**src/rtl/regfile_write_arbiter_if.sv**
```systemverilog
// rtl/regfile_write_arbiter_if.sv - request/write/clear bundle between requesters, arbiter and register file
interface regfile_write_arbiter_if #(
  parameter int DW = 32,
  parameter int AW = 4
);
  logic          req0;
  logic          req1;
  logic [AW-1:0] addr0;
  logic [AW-1:0] addr1;
  logic [DW-1:0] data0;
  logic [DW-1:0] data1;
  logic          sweep;
  logic          gnt0;
  logic          gnt1;
  logic          we_n;
  logic [AW-1:0] waddr;
  logic [DW-1:0] wdata;
  logic          ce_n;
  logic [AW-1:0] caddr;
  logic          busy;
  logic          done;

  modport master (
    output req0, req1, addr0, addr1, data0, data1, sweep,
    input  gnt0, gnt1, we_n, waddr, wdata, ce_n, caddr, busy, done
  );

  modport slave (
    input  req0, req1, addr0, addr1, data0, data1, sweep,
    output gnt0, gnt1, we_n, waddr, wdata, ce_n, caddr, busy, done
  );
endinterface

```
**src/rtl/regfile_write_arbiter.sv**
```systemverilog
// rtl/regfile_write_arbiter.sv - round-robin write-port arbiter with full-file clear sweep
module regfile_write_arbiter #(
  parameter int DW = 32,
  parameter int AW = 4
) (
  input  logic                   clk_i,
  input  logic                   rst_ni,
  regfile_write_arbiter_if.slave bus
);
  typedef enum logic [1:0] {S_IDLE, S_WRITE, S_SWEEP} state_e;

  localparam logic [AW-1:0] CMAX = '1;

  state_e        state_q;
  logic          last_q;
  logic          gnt0_q;
  logic          gnt1_q;
  logic          we_n_q;
  logic [AW-1:0] waddr_q;
  logic [DW-1:0] wdata_q;
  logic          ce_n_q;
  logic [AW-1:0] caddr_q;
  logic          busy_q;
  logic          done_q;

  logic          any_req;
  logic          pick_d;
  logic          issue_d;

  assign any_req = bus.req0 | bus.req1;

  // Requests are evaluated both in IDLE and on the sweep-exit edge, so a
  // requester stalled by a sweep is granted on the very edge the sweep ends.
  always_comb begin
    pick_d  = (bus.req0 && bus.req1) ? ~last_q : bus.req1;
    issue_d = 1'b0;
    if (any_req) begin
      if (state_q == S_IDLE && !bus.sweep)
        issue_d = 1'b1;
      else if (state_q == S_SWEEP && caddr_q == CMAX)
        issue_d = 1'b1;
    end
  end

  always_ff @(posedge clk_i or negedge rst_ni) begin
    if (!rst_ni) begin
      state_q <= S_IDLE;
      last_q  <= 1'b1;
      gnt0_q  <= 1'b0;
      gnt1_q  <= 1'b0;
      we_n_q  <= 1'b1;
      waddr_q <= '0;
      wdata_q <= '0;
      ce_n_q  <= 1'b1;
      caddr_q <= '0;
      busy_q  <= 1'b0;
      done_q  <= 1'b0;
    end else begin
      gnt0_q <= 1'b0;
      gnt1_q <= 1'b0;
      we_n_q <= 1'b1;
      done_q <= 1'b0;
      case (state_q)
        S_IDLE: begin
          if (bus.sweep) begin
            state_q <= S_SWEEP;
            ce_n_q  <= 1'b0;
            caddr_q <= '0;
            busy_q  <= 1'b1;
          end
        end
        S_WRITE: begin
          state_q <= S_IDLE;
        end
        S_SWEEP: begin
          if (caddr_q == CMAX) begin
            state_q <= S_IDLE;
            ce_n_q  <= 1'b1;
            caddr_q <= '0;
            busy_q  <= 1'b0;
          end else begin
            caddr_q <= caddr_q + 1'b1;
            done_q  <= (caddr_q == CMAX - 1'b1);
          end
        end
        default: begin
          state_q <= S_IDLE;
        end
      endcase
      if (issue_d) begin
        state_q <= S_WRITE;
        we_n_q  <= 1'b0;
        waddr_q <= pick_d ? bus.addr1 : bus.addr0;
        wdata_q <= pick_d ? bus.data1 : bus.data0;
        gnt0_q  <= ~pick_d;
        gnt1_q  <= pick_d;
        last_q  <= pick_d;
      end
    end
  end

  assign bus.gnt0  = gnt0_q;
  assign bus.gnt1  = gnt1_q;
  assign bus.we_n  = we_n_q;
  assign bus.waddr = waddr_q;
  assign bus.wdata = wdata_q;
  assign bus.ce_n  = ce_n_q;
  assign bus.caddr = caddr_q;
  assign bus.busy  = busy_q;
  assign bus.done  = done_q;
endmodule

```
**src/flat_wrapper.sv**
```systemverilog
// flat-port wrapper written by rule: the top's interface ports become plain ports
module regfile_write_arbiter_flat 
#(
  parameter int DW = 32,
  parameter int AW = 4
)
  (clk_i, rst_ni, bus_req0, bus_req1, bus_addr0, bus_addr1, bus_data0, bus_data1, bus_sweep, bus_gnt0, bus_gnt1, bus_we_n, bus_waddr, bus_wdata, bus_ce_n, bus_caddr, bus_busy, bus_done);
  regfile_write_arbiter_if #(.DW(DW), .AW(AW)) bus_i ();
  input  logic clk_i;
  input  logic rst_ni;
  input wire logic [$bits(bus_i.req0)-1:0] bus_req0;
  input wire logic [$bits(bus_i.req1)-1:0] bus_req1;
  input wire logic [$bits(bus_i.addr0)-1:0] bus_addr0;
  input wire logic [$bits(bus_i.addr1)-1:0] bus_addr1;
  input wire logic [$bits(bus_i.data0)-1:0] bus_data0;
  input wire logic [$bits(bus_i.data1)-1:0] bus_data1;
  input wire logic [$bits(bus_i.sweep)-1:0] bus_sweep;
  output wire logic [$bits(bus_i.gnt0)-1:0] bus_gnt0;
  output wire logic [$bits(bus_i.gnt1)-1:0] bus_gnt1;
  output wire logic [$bits(bus_i.we_n)-1:0] bus_we_n;
  output wire logic [$bits(bus_i.waddr)-1:0] bus_waddr;
  output wire logic [$bits(bus_i.wdata)-1:0] bus_wdata;
  output wire logic [$bits(bus_i.ce_n)-1:0] bus_ce_n;
  output wire logic [$bits(bus_i.caddr)-1:0] bus_caddr;
  output wire logic [$bits(bus_i.busy)-1:0] bus_busy;
  output wire logic [$bits(bus_i.done)-1:0] bus_done;
  assign bus_i.req0 = bus_req0;
  assign bus_i.req1 = bus_req1;
  assign bus_i.addr0 = bus_addr0;
  assign bus_i.addr1 = bus_addr1;
  assign bus_i.data0 = bus_data0;
  assign bus_i.data1 = bus_data1;
  assign bus_i.sweep = bus_sweep;
  assign bus_gnt0 = bus_i.gnt0;
  assign bus_gnt1 = bus_i.gnt1;
  assign bus_we_n = bus_i.we_n;
  assign bus_waddr = bus_i.waddr;
  assign bus_wdata = bus_i.wdata;
  assign bus_ce_n = bus_i.ce_n;
  assign bus_caddr = bus_i.caddr;
  assign bus_busy = bus_i.busy;
  assign bus_done = bus_i.done;
  regfile_write_arbiter #(.DW(DW), .AW(AW)) u_core (.clk_i(clk_i), .rst_ni(rst_ni), .bus(bus_i));
endmodule
```
**config.mk**
```make
export PLATFORM = sky130hd
export DESIGN_NAME = regfile_write_arbiter_flat
export DESIGN_NICKNAME = d
export VERILOG_FILES = /design/src/rtl/regfile_write_arbiter_if.sv /design/src/rtl/regfile_write_arbiter.sv /design/src/flat_wrapper.sv
export SDC_FILE = /design/constraint.sdc
export NUM_CORES = 1
export LEC_CHECK = 0
export ABC_AREA = 1
export CORE_MARGIN = 5
export CORE_UTILIZATION = 44
export CTS_CLUSTER_SIZE = 40
export DETAILED_ROUTE_END_ITERATION = 10
export GPL_TIMING_DRIVEN = 0
export PLACE_DENSITY = 0.86
export REMOVE_ABC_BUFFERS = 1
export SLEW_MARGIN = 10
export SYNTH_ARGS = -nofsm -noshare
export SYNTH_HDL_FRONTEND = slang
export SYNTH_SLANG_ARGS = --single-unit
```
**constraint.sdc**
```tcl
create_clock -name clk_i -period 3.2 [get_ports clk_i]
set_clock_uncertainty 0.1 [all_clocks]
set_input_delay 0.32 -clock clk_i [delete_from_list [all_inputs] [get_ports clk_i]]
set_output_delay 0.32 -clock clk_i [all_outputs]
set_load 0.05 [all_outputs]
```
# After elaboration in Yosys (flattened, before gate mapping)
# Index checks and enable logic that the tools add are counted.
# word_totals
ff_bits	49
out_inout_bits	46
elab_cells	55
input_bits	77
# op_classes
n_reduce_logical	9
add_sub_neg	1
bitwise	3
muxes	24
n_eq_ne	7
# ops
cell	n
32-bit two-way mux	1
1-bit two-way mux	13
4-bit two-way mux	3
4-bit == test (second input constant)	2
4-bit case mux with 2 select lines	1
2-bit two-way mux	3
3-bit by 2-bit inequality test with 1-bit output (second input constant)	2
4-bit by 1-bit adder with 4-bit output (second input constant)	1
2-bit inequality test (second input constant)	2
1-bit case mux with 2 select lines	2
2-bit case mux with 2 select lines	1
2-bit AND reduction	2
1-bit logical AND	3
3-bit AND reduction	1
2-bit == test (second input constant)	1
2-bit logical NOT	1
1-bit NOT	2
2-bit nonzero test	1
1-bit logical NOT	1
1-bit bitwise OR	1

# Depth between registers and ports, before layout
# logic_depth
ltp_word	7
mapped_depth	7
mapped_depth_nobuf	6

# Worst setup path after synthesis
# Ideal clock, no wire load.
# synth_timing
path_type	reg-to-reg
startpoint	reg u_core.caddr_q[0] (netlist: u_core.bus.caddr[0])
endpoint	reg u_core.wdata_q[21] (netlist: u_core.bus.wdata[21])
n_path_buf	2
stages_incl_launch_ff	8
arrival_ps	1633
t_required_ps	3035
setup_ps	65
path_slack_ps	1402
period_less_slack_ps	1798
path_cell_list	dfrtp_1 ha_1 nand3_2 o21ai_2 buf_4 buf_6 nand3_2 nand2_1
# synth_via
elab_chain_len	5
# synth_lines
item	line	rtl
start: declaration	regfile_write_arbiter.sv:22	logic [AW-1:0] caddr_q;
start signal: assignment	regfile_write_arbiter.sv:82	caddr_q <= caddr_q + 1'b1;
4-bit == test	regfile_write_arbiter.sv:40	else if (state_q == S_SWEEP && caddr_q == CMAX)
1-bit logical AND	regfile_write_arbiter.sv:40	
1-bit two-way mux	regfile_write_arbiter.sv:40	
1-bit two-way mux	regfile_write_arbiter.sv:38	if (state_q == S_IDLE && !bus.sweep)
1-bit two-way mux	regfile_write_arbiter.sv:37	if (any_req) begin
end signal: assignment	regfile_write_arbiter.sv:94	wdata_q <= pick_d ? bus.data1 : bus.data0;
end: declaration	regfile_write_arbiter.sv:20	logic [DW-1:0] wdata_q;
# No other way between the ends.
# A chain may end at the register's enable or synchronous reset.

# Worst setup path after layout
# layout_timing
startpoint	in bus_req1
endpoint	reg u_core.wdata_q[18] (netlist: u_core.bus.wdata[18])
# layout_via
elab_chain_len	3
elab_cells_between_ends	5
cone_classes	mux: 3; bitwise: 1; reduce/logical: 1
# layout_lines
item	line	rtl
start: declaration	flat_wrapper.sv:12	input wire logic [$bits(bus_i.req1)-1:0] bus_req1;
1-bit logical AND	regfile_write_arbiter.sv:35	pick_d = (bus.req0 && bus.req1) ? ~last_q : bus.req1;
1-bit two-way mux	regfile_write_arbiter.sv:35	
32-bit two-way mux	regfile_write_arbiter.sv:94	
# Several ways; a longest one is shown, not always the timed one.

==> impl_metrics.env <==
export IMPL_place_inst=513
export IMPL_gp_congestion=0.8161
export IMPL_min_period_over_period_pct=80.85
export IMPL_yosysMostFrequentCell="nand2_1"
export IMPL_io_pins=123
export IMPL_critPathRequiredTime_ns=3.28
export IMPL_vias=2600
export IMPL_dp_hpwl_um=5275
export IMPL_die_h_um=86.13
export IMPL_clock_path_buffers=2
export IMPL_postRouteAntennaNets=0
export IMPL_power_mw=3.545
export IMPL_grt_setup_unrepaired="false"
export IMPL_layout_area_seq_um2=1230
export IMPL_setup_viol=0
export IMPL_cts_tree="built"
export IMPL_slew_violations=0
export IMPL_fin_hold_ws_ns=0.3718
export IMPL_rows=27
export IMPL_multiInputGateArea_um2=1162
export IMPL_yosys_area_top_type_share_pct=45.14
export IMPL_clock_root_buffer="clkbuf_8"
export IMPL_syn_avg_cell_area_um2=7.522
export IMPL_synth_seq_area_share_pct=48.23
export IMPL_synth_top_flop_cell="dfrtp_1"
export IMPL_setup_tns_final_ns=0
export IMPL_tightestPinTransition_ns=0.8457
export IMPL_synth_top_area_cell="dfrtp_1"
export IMPL_syn_to_final_growth_pct=52.40
export IMPL_async_flop_share_pct=100.0
export IMPL_fin_cells=521
export IMPL_cp_arrival_ns=2.67
export IMPL_power_density_nw_per_um2=912.1
export IMPL_status="finished clean"
export IMPL_drv_cap=0
export IMPL_yosys_register_bits=49
export IMPL_synth_top_cells_by_count="nand2_1 (161), nand3_1 (64), dfrtp_1 (46)"
export IMPL_fill_cells=498
export IMPL_first_global_vias=2617
export IMPL_fin_ws_ns=0.6127
export IMPL_dieArea_um2=7418
export IMPL_grt_usage_pct=19.69
export IMPL_yosys_warnings=0
export IMPL_cellLeakagePower_nw=1.940
export IMPL_numCtsBuffers=5
export IMPL_start_util_pct=45.75
export IMPL_hold_viol=0
export IMPL_grt_first_pass_wirelength_um=11870
export IMPL_synth_edf_count=0
export IMPL_start_kind="input pin"
export IMPL_drt_iter0_drc=103
export IMPL_h_tree_depth=2
export IMPL_die_w_um=86.13
export IMPL_slew_headroom_pct=43.62
export IMPL_firstDrtPassIters=4
export IMPL_worst_setup_path_end_kind="flip-flop"
export IMPL_clk_pin_slew_worst_paths_ns=0.09
export IMPL_fin_crit_ns=2.587
export IMPL_coreArea_um2=5574
export IMPL_clkSinkCount=49
export IMPL_port_buffers=122
export IMPL_antenna_cells=0
export IMPL_path_max_fanout=40
export IMPL_synth_area_um2=2550
export IMPL_peakVddDrop_v=0.0005356
export IMPL_yosys_top_cells_area="dfrtp_1 (45%), nand2_1 (24%), nand3_1 (13%), nand3_2 (4.3%), dfstp_2 (3.1%)"
export IMPL_cts_setup_buffers=0
export IMPL_worstSetupPathType="in -> reg"
export IMPL_fmax_mhz=386.5
export IMPL_drive_above_1_share_pct=6.682
export IMPL_netlist_instances=339
export IMPL_wl_per_cell_um=13.77
export IMPL_drc=0
export IMPL_via_per_inst=4.990
export IMPL_grt_max_degree=41
export IMPL_synth_distinct_cells=19
export IMPL_hold_path_class="reg -> reg"
export IMPL_antenna_found_initial=0
export IMPL_fin_nets=528
export IMPL_wirelength_um=7174
export IMPL_overflow=0
export IMPL_worstSkewPairLatency_ns=0.29
export IMPL_post_place_ws_ns=-0.5917
through the flow:
stage | utilization [%] | instance area, um^2
3_5_place_dp | 68.08 | 3795
3_3_place_gp | 67.00 | 3735
6_report | 69.72 | 3886
4_1_cts | 69.81 | 3891
5_1_grt | 69.72 | 3886
2_1_floorplan | - | 2424
kinds of logic after synthesis:
family	after synthesis	share of synthesized area [%]
AO/OA/AOI/OAI	6	1.325
flip-flops	49	48.23
AND/OR/NAND/NOR	249	42.89
buffers and inverters	33	6.575
adder cells (fa/ha/maj)	2	0.9812
registers in the layout, summed over array words and instances, names as in the netlist:
signal	cells
u_core.bus.gnt0	1
u_core.bus.done	1
u_core.bus.busy	1
u_core.bus.we_n	1
u_core.bus.ce_n	1
u_core.bus.caddr	4
u_core.last_q	1
u_core.bus.gnt1	1
u_core.bus.waddr	4
u_core.bus.wdata	32
u_core.state_q	2
layer usage:
metal / part of all wire, % / vias up / GRT usage (%)
met2: 51 / 89 / 36.09
met5: 0 / - / 0
li1: - / 1294 / -
met4: 1.2 / 0 / 4.029
met1: 38 / 1208 / 21.91
met3: 9.3 / 9 / 6.820
critical path, stage by stage:
cell	delay, ns
buf_2	0.56
or2_2	0.78
nand2_2	0.66
nand2_1	0.22
nand2_1	0.08
final timing paths:
check / startpoint / slack (ns) / end / cells after the start
max: bus_req1 / 0.61 / u_core.bus.wdata[18] / 5
min: u_core.bus.ce_n / 0.37 / u_core.bus.ce_n / 2
max reg2reg: u_core.bus.caddr[0] / 0.69 / u_core.bus.wdata[18] / 7
min reg2reg: u_core.bus.ce_n / 0.37 / u_core.bus.ce_n / 2
max in group asynchronous: rst_ni / 1.93 / u_core.bus.ce_n / 3
min in group asynchronous: rst_ni / 0.47 / u_core.bus.wdata[17] / 2
layout make-up:
| type | count | share of cell area, % |
|---|---|---|
| Timing Repair Buffer | 125 | 32.84 |
| Sequential cell | 49 | 31.65 |
| Multi-Input combinational cell | 257 | 29.91 |
| Tap cell | 72 | 2.318 |
| Clock buffer | 7 | 2.222 |
| Inverter | 11 | 1.062 |
layout by cell type, fill, tap and decap left out:
cell and n:
o21ai_4 1, inv_2 1, nand4_1 1, clkbuf_1 1, ha_1 2, clkbuf_8 6, dfrtp_1 46, dfstp_2 3
clkdlybuf4s50_1 120, dlygate4sd3_1 1, a21oi_1 3, o21ai_0 2, nand2_2 3, nand2_1 160, nor2_1 9, buf_16 2
nand3_2 11, buf_2 2, or2_2 1, nand3_1 64, inv_1 10
power breakdown:
| group | switching [mW] | internal (mW) |
|---|---|---|
| Sequential | 0.162 | 0.890 |
| Combinational | 1.44 | 0.693 |
| Clock | 0.189 | 0.172 |
timing repair:
action	in CTS	in global routing
resized for setup	2	0
hold buffers	1	0
hold endpoints to repair	23	0
setup endpoints to repair	40	0
Power figures use the tool's default switching activity.
